<file path="config.mk">
export PLATFORM = sky130hd
export DESIGN_NAME = conv_sched
export DESIGN_NICKNAME = d
export VERILOG_FILES = /design/src/rtl/conv_sched.sv
export SDC_FILE = /design/constraint.sdc
export NUM_CORES = 1
export LEC_CHECK = 0
export ABC_AREA = 1
export CAP_MARGIN = 40
export CORE_ASPECT_RATIO = 0.75
export CORE_MARGIN = 5
export CORE_UTILIZATION = 25
export DETAILED_ROUTE_END_ITERATION = 7
export SLEW_MARGIN = 15
export SYNTH_ARGS = -nofsm -noshare
export SYNTH_HDL_FRONTEND = slang
export SYNTH_SLANG_ARGS = --single-unit
</file>
<file path="constraint.sdc">
create_clock -name clk_i -period 2.1 [get_ports clk_i]
set_clock_uncertainty 0.2 [all_clocks]
set_input_delay 0.42 -clock clk_i [delete_from_list [all_inputs] [get_ports clk_i]]
set_output_delay 0.42 -clock clk_i [all_outputs]
set_load 0.01 [all_outputs]
</file>
<file path="src/rtl/conv_sched.sv">
// Round-robin scheduler sharing one converter between requesters A and B.
// It restarts the converter for RST_CYC cycles, waits for completion or a timeout, then pulses done.
module conv_sched #(
  parameter int unsigned RST_CYC = 2,
  parameter int unsigned TIMEOUT = 255
) (
  input  logic        clk_i,
  input  logic        rst_ni,
  input  logic        req_a_i,
  input  logic        req_b_i,
  input  logic [39:0] a_data_i,
  input  logic [39:0] b_data_i,
  output logic        gnt_a_o,
  output logic        gnt_b_o,
  output logic        done_a_o,
  output logic        done_b_o,
  output logic        err_o,
  output logic [11:0] res_digit_o,
  output logic [8:0]  res_dp_o,
  output logic        busy_o,
  output logic [9:0]  cv_deci1_o,
  output logic [9:0]  cv_deci2_o,
  output logic [9:0]  cv_decp1_o,
  output logic [9:0]  cv_decp2_o,
  output logic        cv_rst_no,
  input  logic        cv_complete_i,
  input  logic [11:0] cv_digit_i,
  input  logic [8:0]  cv_dp_i
);

  localparam logic [1:0] StIdle = 2'd0;
  localparam logic [1:0] StLoad = 2'd1;
  localparam logic [1:0] StWait = 2'd2;
  localparam logic [1:0] StDone = 2'd3;

  localparam logic [3:0] LoadLast = 4'(RST_CYC - 1);
  localparam logic [7:0] WaitLast = 8'(TIMEOUT - 1);

  logic [1:0]  state_q, state_d;
  logic        gnt_a_q, gnt_a_d;
  logic        gnt_b_q, gnt_b_d;
  logic        last_b_q, last_b_d;
  logic        err_q, err_d;
  logic [3:0]  ld_cnt_q, ld_cnt_d;
  logic [7:0]  wt_cnt_q, wt_cnt_d;
  logic [11:0] res_digit_q, res_digit_d;
  logic [8:0]  res_dp_q, res_dp_d;
  logic [39:0] opnd_q, opnd_d;
  logic        cv_rst_n_q, cv_rst_n_d;
  logic        pick_a;

  // A wins alone, or on a tie when B was served last.
  assign pick_a = req_a_i & (~req_b_i | last_b_q);

  always_comb begin
    state_d     = state_q;
    gnt_a_d     = gnt_a_q;
    gnt_b_d     = gnt_b_q;
    last_b_d    = last_b_q;
    err_d       = err_q;
    ld_cnt_d    = ld_cnt_q;
    wt_cnt_d    = wt_cnt_q;
    res_digit_d = res_digit_q;
    res_dp_d    = res_dp_q;
    opnd_d      = opnd_q;
    case (state_q)
      StIdle: begin
        err_d = 1'b0;
        if (req_a_i || req_b_i) begin
          state_d  = StLoad;
          gnt_a_d  = pick_a;
          gnt_b_d  = ~pick_a;
          last_b_d = ~pick_a;
          opnd_d   = pick_a ? a_data_i : b_data_i;
          ld_cnt_d = 4'd0;
        end
      end
      StLoad: begin
        if (ld_cnt_q == LoadLast) begin
          state_d  = StWait;
          wt_cnt_d = 8'd0;
        end else begin
          ld_cnt_d = ld_cnt_q + 4'd1;
        end
      end
      StWait: begin
        // Completion takes precedence over a timeout in the same cycle.
        if (cv_complete_i) begin
          state_d     = StDone;
          res_digit_d = cv_digit_i;
          res_dp_d    = cv_dp_i;
          err_d       = 1'b0;
        end else if (wt_cnt_q == WaitLast) begin
          state_d = StDone;
          err_d   = 1'b1;
        end else begin
          wt_cnt_d = wt_cnt_q + 8'd1;
        end
      end
      StDone: begin
        state_d = StIdle;
        gnt_a_d = 1'b0;
        gnt_b_d = 1'b0;
        err_d   = 1'b0;
      end
      default: state_d = StIdle;
    endcase
    cv_rst_n_d = (state_d != StLoad);
  end

  always_ff @(posedge clk_i or negedge rst_ni) begin
    if (!rst_ni) begin
      state_q     <= StIdle;
      gnt_a_q     <= 1'b0;
      gnt_b_q     <= 1'b0;
      last_b_q    <= 1'b1;
      err_q       <= 1'b0;
      ld_cnt_q    <= 4'd0;
      wt_cnt_q    <= 8'd0;
      res_digit_q <= 12'd0;
      res_dp_q    <= 9'd0;
      opnd_q      <= 40'd0;
      cv_rst_n_q  <= 1'b0;
    end else begin
      state_q     <= state_d;
      gnt_a_q     <= gnt_a_d;
      gnt_b_q     <= gnt_b_d;
      last_b_q    <= last_b_d;
      err_q       <= err_d;
      ld_cnt_q    <= ld_cnt_d;
      wt_cnt_q    <= wt_cnt_d;
      res_digit_q <= res_digit_d;
      res_dp_q    <= res_dp_d;
      opnd_q      <= opnd_d;
      cv_rst_n_q  <= cv_rst_n_d;
    end
  end

  assign gnt_a_o     = gnt_a_q;
  assign gnt_b_o     = gnt_b_q;
  assign done_a_o    = (state_q == StDone) & gnt_a_q;
  assign done_b_o    = (state_q == StDone) & gnt_b_q;
  assign err_o       = err_q;
  assign res_digit_o = res_digit_q;
  assign res_dp_o    = res_dp_q;
  assign busy_o      = (state_q != StIdle);
  assign cv_deci1_o  = opnd_q[39:30];
  assign cv_deci2_o  = opnd_q[29:20];
  assign cv_decp1_o  = opnd_q[19:10];
  assign cv_decp2_o  = opnd_q[9:0];
  assign cv_rst_no   = cv_rst_n_q;

endmodule

</file>
==> metrics.yaml <==
ys.flop_type: "dfrtp_1"
netlist_area_mm2: 0.003714
post_drt_wl_per_cell_um: 13.73
grt.total_usage: 0.1263
io_pins: 174
synth_common_cells: "nand2_1, dfrtp_1, nand3_1"
yosysUniqueCellTypes: 29
crit_required_ns: 1.48
first_global_vias: 3526
synth-edff-count: 0
root_buffer: "clkbuf_16"
maxSlewViolCount: 0
finalCritPeriodShare: 0.9442
viasPerCell: 4.265
overflow: 0
vias: 3408
crit_type: "flip-flop to output port"
yosys-top-cells-area: "dfrtp_1, nand2_1, nand3_1, mux2_2, ha_1"
gp_congestion: 0.8031
syn_to_final_growth_pct: 61.56
drcViolationCount: 0
synth_top_cell_by_area: "dfrtp_1"
dieArea_mm2: 0.01742
dieWidth_um: 150.7
cap_violations: 0
cts_tree: "built"
worst_pin_slew_ns: 0.2946
drt_iter0_markers: 192
drt-total-wl_mm: 10.97
io_buffers: 173
end_kind: "output port"
setup_viol: 0
p_leak_nw: 2.681
synth_most_common_cell: "nand2_1"
clk_latency_ns: 0.33
core_area_mm2: 0.01450
cp-start-kind: "flip-flop"
rsz0062_at_grt: "no"
hp-class: "flip-flop to flip-flop"
synth_nets: 528
numCtsBuffers: 9
min_period_ns: 1.983
diodes: 0
yosysWarningCount: 0
syn_inst: 414
final_area_mm2: 0.006000
cellPowerDensity_mw_per_mm2: 1270
htreeDepth: 3
fillCellCount: 1415
peakVddDrop_v: 0.0006052
place_area_mm2: 0.005714
status: "completed"
grt_pass1_wl_mm: 17.61
cp_max_fo: 4
num_rows: 38
antenna_found_initial: 0
clock_sinks: 80
initial_core_util: 0.2561
clk_pin_slew_ns: 0.06
max_freq_mhz: 504.3
avgSynthCellArea_um2: 8.970
ctsLongestPathBuffers: 2
async_reset_ff_frac: 1.000
netlist.area_leader.share: 0.5323
totalNegativeSetupSlack_ns: 0
nNetsFinal: 710
ant_nets: 0
grt_max_degree: 43
crit_arrival_ns: 1.36
layout-drive-gt1-share: 0.1052
fp.dieH_um: 115.6
ys_seq_area_frac: 0.5394
place_hpwl_mm: 8.340
dr.pass1.iters: 4
finalHoldViolations: 0
synth-seq-cells: 80
slew_headroom: 0.8018
-- registers in the layout, indices dropped and copies added, names as in the netlist --
register,cells
cv_rst_no,1
res_digit_o,12
state_q,2
gnt_a_o,1
gnt_b_o,1
opnd_q,40
last_b_q,1
wt_cnt_q,8
res_dp_o,9
err_o,1
ld_cnt_q,4
-- layout by cell type, fill, tap and decap left out, drive strengths merged, types with 2 or more instances in the layout --
master,netlist,routed
nand2,177,177
buf,16,14
a21oi,3,3
dfrtp,79,79
xor2,4,4
clkdlybuf4s50,0,169
clkbuf,0,10
mux2,21,21
ha,8,8
dlygate4sd2,0,3
clkinv,1,4
inv,16,16
o21ai,10,10
nor2,17,17
nand3b,2,2
nand3,54,54
-- metal layers --
layer  track usage  wire, µm  vias to the layer above
met5             0         0                        -
met4       0.03623       124                        0
met3       0.04066       774                       10
met2        0.2102      5430                      107
met1        0.1586      4638                     1606
li1              -         -                     1685
-- per-stage QoR --
| step | total power [W] | worst slack [ns] | cells | hold WS (ns) | utilization |
|---|---|---|---|---|---|
| 2_1_floorplan | 0.004309 | 0.4067 | 414 | -0.07559 | - |
| 5_1_grt | 0.008198 | 0.02148 | 799 | 0.3107 | 0.4137 |
| 6_report | 0.007622 | 0.1171 | 799 | 0.2901 | 0.4137 |
| 3_3_place_gp | 0.006207 | 0.1458 | 782 | 0.1352 | 0.3940 |
| 3_5_place_dp | 0.006284 | 0.09577 | 782 | 0.1354 | 0.3940 |
| 4_1_cts | 0.007766 | 0.05862 | 799 | 0.2972 | 0.4137 |
-- logic make-up (layout without fill, tap and decap cells) --
| logic type | after synthesis | after routing | synth area share |
|---|---|---|---|
| AND/OR/NAND/NOR | 251 | 251 | 0.2827 |
| flip-flops | 80 | 80 | 0.5394 |
| buffers and inverters | 33 | 218 | 0.05155 |
| multiplexers | 21 | 21 | 0.06368 |
| AO/OA/AOI/OAI | 17 | 17 | 0.02628 |
| adder cells (fa/ha/maj) | 8 | 8 | 0.02696 |
| XOR/XNOR | 4 | 4 | 0.009433 |
-- critical path, stage by stage (launching register included) --
cell and delay (ns):
dfrtp_1 0.40, inv_1 0.09, ha_1 0.22, inv_2 0.06
dlygate4sd2_1 0.27
-- worst paths after layout --
path                       cells after the start  slack, ns                    endpoint                   start
max                                            4       0.12                      busy_o    state_q[0]$_DFF_PN0_
min                                            2       0.29      opnd_q[24]$_DFFE_PN0P_  opnd_q[24]$_DFFE_PN0P_
max reg2reg                                    7       0.29     wt_cnt_q[5]$_DFFE_PN0P_    state_q[0]$_DFF_PN0_
min reg2reg                                    2       0.29      opnd_q[24]$_DFFE_PN0P_  opnd_q[24]$_DFFE_PN0P_
max in group asynchronous                      3       0.79      opnd_q[31]$_DFFE_PN0P_                  rst_ni
min in group asynchronous                      2       0.33  res_digit_o[7]$_DFFE_PN0P_                  rst_ni
-- area by class of cell --
class | count | area, µm² | area share
Clock buffer | 10 | 239.0 | 0.03983
Clock inverter | 4 | 22.52 | 0.003754
Inverter | 17 | 65.06 | 0.01084
Multi-Input combinational cell | 301 | 1524 | 0.2540
Sequential cell | 80 | 2003 | 0.3339
Tap cell | 200 | 250.2 | 0.04171
Timing Repair Buffer | 187 | 1896 | 0.3160
-- where the power goes --
| group | total (W) | switching [W] | internal, W |
|---|---|---|---|
| Combinational | 0.00361 | 0.00167 | 0.00193 |
| Clock | 0.00141 | 0.000592 | 0.000813 |
| Sequential | 0.00261 | 0.000383 | 0.00223 |
| Total | 0.00762 | 0.00265 | 0.00498 |
-- what timing repair did --
item                                   4_1_cts  5_1_grt
resized for setup                            4        1
setup buffers                                2        0
setup endpoints to repair                    3        1
hold buffers                                 1        0
endpoints found under the hold margin       18        0
No activity file was read; power rests on OpenSTA's default activity.
